File: src/rtl/fetch_unit_if.sv
// rtl/fetch_unit_if.sv - instruction memory request/grant/response bus
//
// Signals:
//   imem_req     fetch -> memory  read request
//   imem_addr    fetch -> memory  word-aligned read address
//   imem_gnt     memory -> fetch  request accepted this cycle
//   imem_rvalid  memory -> fetch  imem_rdata valid this cycle
//   imem_rdata   memory -> fetch  returned instruction word
// Modports: master (fetch unit side), slave (memory side).
interface fetch_unit_if;
  logic        imem_req;
  logic [31:0] imem_addr;
  logic        imem_gnt;
  logic        imem_rvalid;
  logic [31:0] imem_rdata;

  modport master (
    output imem_req,
    output imem_addr,
    input  imem_gnt,
    input  imem_rvalid,
    input  imem_rdata
  );

  modport slave (
    input  imem_req,
    input  imem_addr,
    output imem_gnt,
    output imem_rvalid,
    output imem_rdata
  );
endinterface

File: src/rtl/fetch_unit.sv
// rtl/fetch_unit.sv - single-outstanding instruction fetch stage with decode hand-off
//
// Parameter:
//   TIMEOUT        cycles spent waiting for a response before a fetch is abandoned (>= 1)
// Ports:
//   clk            rising-edge clock
//   reset          asynchronous active-high reset
//   pc             current program counter
//   flush          taken jump/branch: discards any in-flight or held instruction
//   id_ready       decode accepts the held instruction this cycle
//   imem           instruction memory bus (master side)
//   instr          held instruction word
//   instr_pc       word-aligned address of the held instruction
//   instr_valid    instr/instr_pc are valid
//   pc_advance     one-cycle pulse when decode takes the held instruction
//   fetch_err      sticky flag: a fetch timed out since the last reset
module fetch_unit #(
  parameter int TIMEOUT = 15
) (
  input  logic         clk,
  input  logic         reset,
  input  logic [31:0]  pc,
  input  logic         flush,
  input  logic         id_ready,
  fetch_unit_if.master imem,
  output logic [31:0]  instr,
  output logic [31:0]  instr_pc,
  output logic         instr_valid,
  output logic         pc_advance,
  output logic         fetch_err
);

  localparam int CNT_W = (TIMEOUT < 1) ? 1 : $clog2(TIMEOUT + 1);
  // Counter value seen during the last permitted idle wait cycle.
  localparam logic [CNT_W-1:0] CNT_LAST = CNT_W'(TIMEOUT - 1);

  typedef enum logic [2:0] {
    S_IDLE  = 3'd0,
    S_REQ   = 3'd1,
    S_WAIT  = 3'd2,
    S_FULL  = 3'd3,
    S_DRAIN = 3'd4
  } state_t;

  state_t            state_q;
  state_t            state_d;
  logic [31:0]       req_pc_q;
  logic [31:0]       req_pc_d;
  logic [CNT_W-1:0]  wait_cnt_q;
  logic [CNT_W-1:0]  wait_cnt_d;
  logic [CNT_W-1:0]  wait_inc;
  logic              wait_last;
  logic [31:0]       instr_d;
  logic [31:0]       instr_pc_d;
  logic              instr_valid_d;
  logic              fetch_err_d;
  logic              imem_req_c;
  logic [31:0]       aligned_pc;

  assign aligned_pc     = pc & 32'hFFFF_FFFC;
  assign imem.imem_addr = aligned_pc;
  assign imem.imem_req  = imem_req_c;

  assign wait_inc  = wait_cnt_q + CNT_W'(1);
  assign wait_last = (wait_cnt_q == CNT_LAST);

  always_comb begin
    state_d       = state_q;
    req_pc_d      = req_pc_q;
    wait_cnt_d    = wait_cnt_q;
    instr_d       = instr;
    instr_pc_d    = instr_pc;
    instr_valid_d = instr_valid;
    fetch_err_d   = fetch_err;
    imem_req_c    = 1'b0;
    pc_advance    = 1'b0;

    case (state_q)
      S_IDLE: begin
        state_d = S_REQ;
      end

      S_REQ: begin
        imem_req_c = 1'b1;
        if (imem.imem_gnt) begin
          wait_cnt_d = '0;
          // A grant in a flush cycle fetches a stale address; its response
          // must still be absorbed before the next request.
          if (flush) begin
            state_d = S_DRAIN;
          end else begin
            state_d  = S_WAIT;
            req_pc_d = aligned_pc;
          end
        end
      end

      S_WAIT: begin
        if (flush) begin
          if (imem.imem_rvalid) begin
            state_d = S_REQ;
          end else begin
            state_d    = S_DRAIN;
            wait_cnt_d = '0;
          end
        end else if (imem.imem_rvalid) begin
          state_d       = S_FULL;
          instr_d       = imem.imem_rdata;
          instr_pc_d    = req_pc_q;
          instr_valid_d = 1'b1;
        end else if (wait_last) begin
          state_d     = S_REQ;
          wait_cnt_d  = wait_inc;
          fetch_err_d = 1'b1;
        end else begin
          wait_cnt_d = wait_inc;
        end
      end

      S_DRAIN: begin
        if (imem.imem_rvalid) begin
          state_d = S_REQ;
        end else if (wait_last) begin
          state_d     = S_REQ;
          wait_cnt_d  = wait_inc;
          fetch_err_d = 1'b1;
        end else begin
          wait_cnt_d = wait_inc;
        end
      end

      S_FULL: begin
        // flush has priority: a discarded instruction must never advance the PC.
        if (flush) begin
          instr_valid_d = 1'b0;
          state_d       = S_REQ;
        end else if (id_ready) begin
          pc_advance    = 1'b1;
          instr_valid_d = 1'b0;
          state_d       = S_REQ;
        end
      end

      default: begin
        state_d = S_IDLE;
      end
    endcase
  end

  always_ff @(posedge clk or posedge reset) begin
    if (reset) begin
      state_q     <= S_IDLE;
      req_pc_q    <= '0;
      wait_cnt_q  <= '0;
      instr       <= '0;
      instr_pc    <= '0;
      instr_valid <= 1'b0;
      fetch_err   <= 1'b0;
    end else begin
      state_q     <= state_d;
      req_pc_q    <= req_pc_d;
      wait_cnt_q  <= wait_cnt_d;
      instr       <= instr_d;
      instr_pc    <= instr_pc_d;
      instr_valid <= instr_valid_d;
      fetch_err   <= fetch_err_d;
    end
  end

endmodule

File: src/flat_wrapper.sv
// flat-port wrapper written by rule: the top's interface ports become plain ports
module fetch_unit_flat 
#(
  parameter int TIMEOUT = 15
)
  (clk, reset, pc, flush, id_ready, instr, instr_pc, instr_valid, pc_advance, fetch_err, imem_imem_req, imem_imem_addr, imem_imem_gnt, imem_imem_rvalid, imem_imem_rdata);
  fetch_unit_if imem_i ();
  input  logic clk;
  input  logic reset;
  input  logic [31:0] pc;
  input  logic flush;
  input  logic id_ready;
  output logic [31:0] instr;
  output logic [31:0] instr_pc;
  output logic instr_valid;
  output logic pc_advance;
  output logic fetch_err;
  output wire logic [$bits(imem_i.imem_req)-1:0] imem_imem_req;
  output wire logic [$bits(imem_i.imem_addr)-1:0] imem_imem_addr;
  input wire logic [$bits(imem_i.imem_gnt)-1:0] imem_imem_gnt;
  input wire logic [$bits(imem_i.imem_rvalid)-1:0] imem_imem_rvalid;
  input wire logic [$bits(imem_i.imem_rdata)-1:0] imem_imem_rdata;
  assign imem_imem_req = imem_i.imem_req;
  assign imem_imem_addr = imem_i.imem_addr;
  assign imem_i.imem_gnt = imem_imem_gnt;
  assign imem_i.imem_rvalid = imem_imem_rvalid;
  assign imem_i.imem_rdata = imem_imem_rdata;
  fetch_unit #(.TIMEOUT(TIMEOUT)) u_core (.clk(clk), .reset(reset), .pc(pc), .flush(flush), .id_ready(id_ready), .imem(imem_i), .instr(instr), .instr_pc(instr_pc), .instr_valid(instr_valid), .pc_advance(pc_advance), .fetch_err(fetch_err));
endmodule
File: config.mk
export PLATFORM = sky130hd
export DESIGN_NAME = fetch_unit_flat
export DESIGN_NICKNAME = d
export VERILOG_FILES = /design/src/rtl/fetch_unit_if.sv /design/src/rtl/fetch_unit.sv /design/src/flat_wrapper.sv
export SDC_FILE = /design/constraint.sdc
export NUM_CORES = 1
export LEC_CHECK = 0
export CORE_ASPECT_RATIO = 0.9
export CORE_MARGIN = 4
export CORE_UTILIZATION = 39
export CTS_CLUSTER_DIAMETER = 150
export DETAILED_ROUTE_END_ITERATION = 16
export PLACE_DENSITY = 0.76
export SLEW_MARGIN = 10
export SYNTH_ARGS = -nofsm -noshare
export SYNTH_HDL_FRONTEND = slang
export SYNTH_SLANG_ARGS = --single-unit
File: constraint.sdc
create_clock -name clk -period 3.12 [get_ports clk]
set_clock_uncertainty 0.15 [all_clocks]
set_input_delay 0.624 -clock clk [delete_from_list [all_inputs] [get_ports clk]]
set_output_delay 0.624 -clock clk [all_outputs]
set_load 0.03 [all_outputs]
### Yosys cells after proc, flatten, opt, wreduce, memory -nomap -nowiden

Cells that the tools add are included.

| word-level totals | value |
|---|---|
| memories kept | 0 |
| memory bits (writable) | 0 |
| word-level logic and storage cells | 57 |
| flip-flop bits (word level) | 101 |
| input port bits | 70 |
| output and inout bits | 100 |
| latch bits | 0 |
| ROM bits | 0 |

| operators by class | value |
|---|---|
| $mul | 0 |
| mux-type cells | 28 |
| equality and inequality tests | 10 |
| shifts and indexed selects | 0 |
| add/sub/neg operators | 1 |
| bitwise operators | 1 |
| div/mod/pow operators | 0 |
| magnitude comparators | 0 |
| reduce and logical (&&, ||, !) cells | 10 |

Operator list:

| operator | number |
|---|---|
| $mux 3 | 9 |
| $mux 4 | 4 |
| $pmux 3 s5 | 1 |
| $pmux 4 s3 | 1 |
| $mux 1 | 11 |
| $reduce_and 3->1 | 3 |
| $eq 3x2->1 const B | 2 |
| $ne 2x2->1 const B | 3 |
| $ne 3x3->1 const B | 2 |
| $add 4x1->4 const B | 1 |
| $eq 4x4->1 const B | 1 |
| $pmux 1 s2 | 2 |
| $reduce_and 2->1 | 2 |
| $reduce_and 4->1 | 1 |
| $reduce_bool 2->1 | 2 |
| $eq 3x1->1 const B | 1 |
| $eq 3x3->1 const B | 1 |
| $logic_not 3->1 | 1 |
| $reduce_bool 3->1 | 1 |
| $not 1->1 | 1 |

### Depth between registers and ports, before layout

| logic depth | value |
|---|---|
| depth after elaboration | 5 |
| mapped depth | 6 |
| depth with buffers taken out | 6 |

### Worst setup path after synthesis

Ideal clock, no wire load.

| path | value |
|---|---|
| path kind | in2reg |
| start | in flush |
| end | reg u_core.instr_pc[10] |
| stages on the path | 4 |
| setup slack | 1.015 ns |
| arrival | 1.831 ns |
| buffers on the path | 2 |
| data required time | 2.845 ns |
| setup time | 0.125 ns |
| path through | buf_2 -> nor4_4 -> buf_6 -> mux2_2 |

| between the ends | value |
|---|---|
| longest elaborated chain between the ends | 2 |

Ends and longest elaborated chain:

| item | line | source |
|---|---|---|
| start: declaration | flat_wrapper.sv:11 | `input logic flush;` |
| $not 1->1 (no source line) | -- |  |
| $reduce_and 3->1 (no source line) | -- |  |
| end signal: assignment | fetch_unit.sv:164 | `instr_pc <= instr_pc_d;` |
| end: declaration | fetch_unit.sv:27 | `output logic [31:0] instr_pc,` |

No other way between the ends.
A chain may end at the register's enable or synchronous reset.

### Worst setup path after layout

| path | value |
|---|---|
| start | in flush |
| end | out pc_advance |

| between the ends | value |
|---|---|
| longest elaborated chain between the ends | 2 |

Ends and longest elaborated chain:

| item | line | source |
|---|---|---|
| $mux 1 | fetch_unit.sv:134 | `if (flush) begin` |
| $mux 1 | fetch_unit.sv:78 | `case (state_q)` |
| end: declaration | flat_wrapper.sv:16 | `output logic pc_advance;` |

No other way between the ends.

==> summary.md <==
| Metric | Value |
|---|---|
| LEAKAGE | 2.68 nW |
| Share of the cycle needed by the critical path after routing | 91.0% |
| Count of state elements after synthesis | 101 |
| R2r worst-path depth | 4 |
| Instance area after placement | roughly 0.0059 mm^2 |
| Status | completed |
| Remaining number of nets flagged by the antenna check after routing | 0 |
| Total congestion overflow | 0 |
| Number of nets in the layout | 512 |
| Antenna diodes | 0 |
| Clock transition at path regs | 0.07 ns |
| Pin count of the biggest net entering global routing | 52 |
| Chip Height | 108 um |
| HPWL after DPL | 6.67 mm |
| Via count of the first global-routing pass | a little under 3000 |
| X dimension of the die | 119 um |
| Beginning of the worst register-to-register path | u_core.state_q[1] |
| TritonCTS buffer count | 9 |
| Number of setup violations in the final report | 0 |
| CP Data Arrival Time | 2.06 ns |
| Slew headroom | 63.6% |
| Post-CTS setup repair buffer count | 0 |
| Number of vias per cell after detailed routing | 4.71 |
| Sequential cell area fraction in the yosys report | between 50% and 60% |
| Worst R2R Setup Slack | 1.03 ns |
| Leading cell types by total area after synthesis | sky130_fd_sc_hd__dfrtp_1, sky130_fd_sc_hd__mux2_2, sky130_fd_sc_hd__buf_4 |
| Final Max Tran Viols | 0 |
| Number of hold buffers added after cts | 0 |
| Number of sinks on the clock net | 101 |
| Routed WL per cell | 15.2 um |
| Quantity of gates resized following cts | 0 |
| Share of the core filled with cells in the final layout | 57.3% |
| End of the worst register-to-register path | u_core.instr_pc[23] |
| Antenna violations before repair | 0 |
| Critical path destination | pc_advance |
| Category of the worst setup path launch point | primary input |
| Max Clk Rate | about 350 MHz |
| Vias after detailed routing | 2811 |
| CTS HTree Levels | 3 |
| Switching Fraction | 35.0% |
| Clk Latency, worst-skew pair | 0.33 ns |
| Power Density | 899 mW/mm^2 |
| Proportion of layout cells with a drive suffix above 1 | 27.9% |
| Post-Synthesis Mean Instance Area | 14.4 um^2 |
| Number of warnings printed during yosys synthesis | 0 |
| Share of total power in combinational logic | 41.5% |
| Mapped Area | ~0.0043 mm^2 |
| Die footprint | around 0.013 mm^2 |
| Number of iterations in the first detailed-routing pass | 4 |
| CTS Root Cell | sky130_fd_sc_hd__clkbuf_16 |
| Largest stage delay on the critical path | between 0.6 and 0.7 ns |
| Total power after layout | 5.59 mW |
| Master of the slowest instance on the critical path | sky130_fd_sc_hd__clkdlybuf4s50_1 |
| Unrepaired setup endpoints after global routing | false |
| Placeable core region | between 0.01 and 0.015 mm^2 |
| Bufs on Longest Clock Path | 2 |
| Number of port buffers | 163 |
| Relative contribution of sequential cells to total power | 38.3% |
| Total routed wirelength | 9.05 mm |
| Number of core rows | 36 |
| Summed area of non-filler cells in the final layout | roughly 0.0062 mm^2 |
| Initial Util | around two fifths |
| Path class of the lowest-slack min-delay path | reg2reg |
| Number of max-cap violations | 0 |
| Maximum resistive drop on vdd | 450 uV |
| Worst Tran Pin Value | 0.544 ns |
| Combined global-route utilization of all metal layers | 14.1% |
| Launch point of the worst path | flush |
| Number of distinct library cells after synthesis | 35 |
| Top-Level Pins | 170 |
| Required @ worst endpoint | 2.35 ns |
| P_int | 3.63 mW |
| Number of endpoints with negative hold slack in the final report | 0 |
| GPL Wtd Cong | 0.835 |
| Detailed-route DRC error count | 0 |
| Leading cell types in the layout, fill and taps excluded | sky130_fd_sc_hd__clkdlybuf4s50_1, sky130_fd_sc_hd__dfrtp_1, sky130_fd_sc_hd__mux2_2, sky130_fd_sc_hd__clkbuf_16, sky130_fd_sc_hd__o21ai_0 |
| Relative area change from synthesis to final layout | 43.3% |
| Crit path capture type | primary output |
| Gate count of the mapped netlist | slightly above 300 |
| Clock power frac | 20.2% |
| Final critical-path required period | approximately 2.8 ns |
| Wire length of the first global-routing pass | roughly 15 mm |
| Synth top area share | 58.3% |
| Switch Pwr | 1.95 mW |
| Highest fanout seen on the critical path | 2 |
| Summed negative setup slack over all endpoints | 0 ns |
| Final-layout worst hold slack | about 0.34 ns |
| CP Cell Sequence | clkdlybuf4s50_1 > nor2_1 > and4_1 > clkdlybuf4s50_1 |
| DRC violation total after the first TritonRoute iteration | 91 |
| Leading area contributor after synthesis | sky130_fd_sc_hd__dfrtp_1 |
| Worst setup path class | in2out |
| Most common library cell in the layout ignoring fill and taps | sky130_fd_sc_hd__clkdlybuf4s50_1 |
| TritonCTS clock tree | done |
| Most frequent CP cell | sky130_fd_sc_hd__clkdlybuf4s50_1 |
## power groups by stage
stage | Clock [mW] | Combinational, mW | Sequential, mW
after floorplan | 0 | 0.870 | 2.69
after global placement | 0 | 2.30 | 2.12
after detailed placement | 0 | 2.35 | 2.17
after CTS | 1.18 | 2.35 | 2.14
after global routing | 1.23 | 2.46 | 2.22
final | 1.13 | 2.32 | 2.14
## stage by stage
step,std cells,setup WS (ns)
after floorplan,305,1.01
after global placement,581,0.273
after detailed placement,581,0.286
after CTS,597,0.268
after global routing,597,0.186
final,597,0.282
## worst min path at each step
stage	cells past startpoint	start	slack (ns)	to
3_5_place_dp	2	u_core.fetch_err	0.32	u_core.fetch_err
3_3_place_gp	2	u_core.fetch_err	0.31	u_core.fetch_err
4_1_cts	2	u_core.fetch_err	0.35	u_core.fetch_err
5_1_grt	1	u_core.req_pc_q[10]	0.37	u_core.instr_pc[10]
6_report	2	u_core.fetch_err	0.34	u_core.fetch_err
2_1_floorplan	1	u_core.req_pc_q[10]	0.32	u_core.instr_pc[10]
## final cells by class
class,count,area [um^2]
fill,894,4640
sequential,101,2530
timing repair buffer,172,1720
multi-input combinational,150,1440
clock buffer,10,239
tap,152,190
clock inverter,6,68.8
inverter,6,26.3
## worst max-delay path, delay by kind of cell
family | cells | cell delay (ns)
buffers and inverters | 2 | 1.09
and+or+nand+nor | 2 | 0.34
## Yosys cell counts, drive strengths merged
| master | n |
|---|---|
| o41ai | 1 |
| nor3 | 1 |
| a32oi | 1 |
| nor2 | 6 |
| nor4 | 1 |
| nand4bb | 1 |
| inv | 6 |
| a21bo | 1 |
| mux2 | 93 |
| o211ai | 1 |
| mux2i | 2 |
| and2b | 1 |
| and3b | 1 |
| dfrtp | 101 |
| nand4 | 1 |
| conb | 1 |
| ha | 2 |
| o311a | 1 |
| o31ai | 1 |
| nand3b | 3 |
| a31oi | 2 |
| nand3 | 2 |
| o32a | 1 |
| a211oi | 1 |
| nor2b | 5 |
| xnor2 | 1 |
| a21oi | 5 |
| o21ai | 8 |
| clkbuf | 1 |
| buf | 47 |
| and4 | 1 |
| nand2 | 2 |
## routing by layer
layer  up-vias  routed length, um  GRT usage (%)
li1       1293                  -              -
met1      1384               3790           17.5
met2       128               4320           22.9
met3         6                877           5.91
met4         0                 60           3.23
met5         -                  0              0
## state kept, by name, summed over array words and instances, names as in the netlist
| name | flops |
|---|---|
| u_core.instr_valid | 1 |
| u_core.req_pc_q | 30 |
| u_core.instr | 32 |
| u_core.fetch_err | 1 |
| u_core.state_q | 3 |
| u_core.instr_pc | 30 |
| u_core.wait_cnt_q | 4 |
## kinds of logic (layout without fill, tap and decap cells)
group	count (synthesis)	after routing	share of synthesized area, %
XOR/XNOR	1	1	0.202
multiplexers	95	95	24.6
AND/OR/NAND/NOR	25	25	3.75
adder cells (fa/ha/maj)	2	2	0.577
buffers and inverters	54	194	8.91
AO/OA/AOI/OAI	23	23	3.61
other	1	4	0.0864
flip-flops	101	101	58.3
Power figures use the tool's default switching activity.
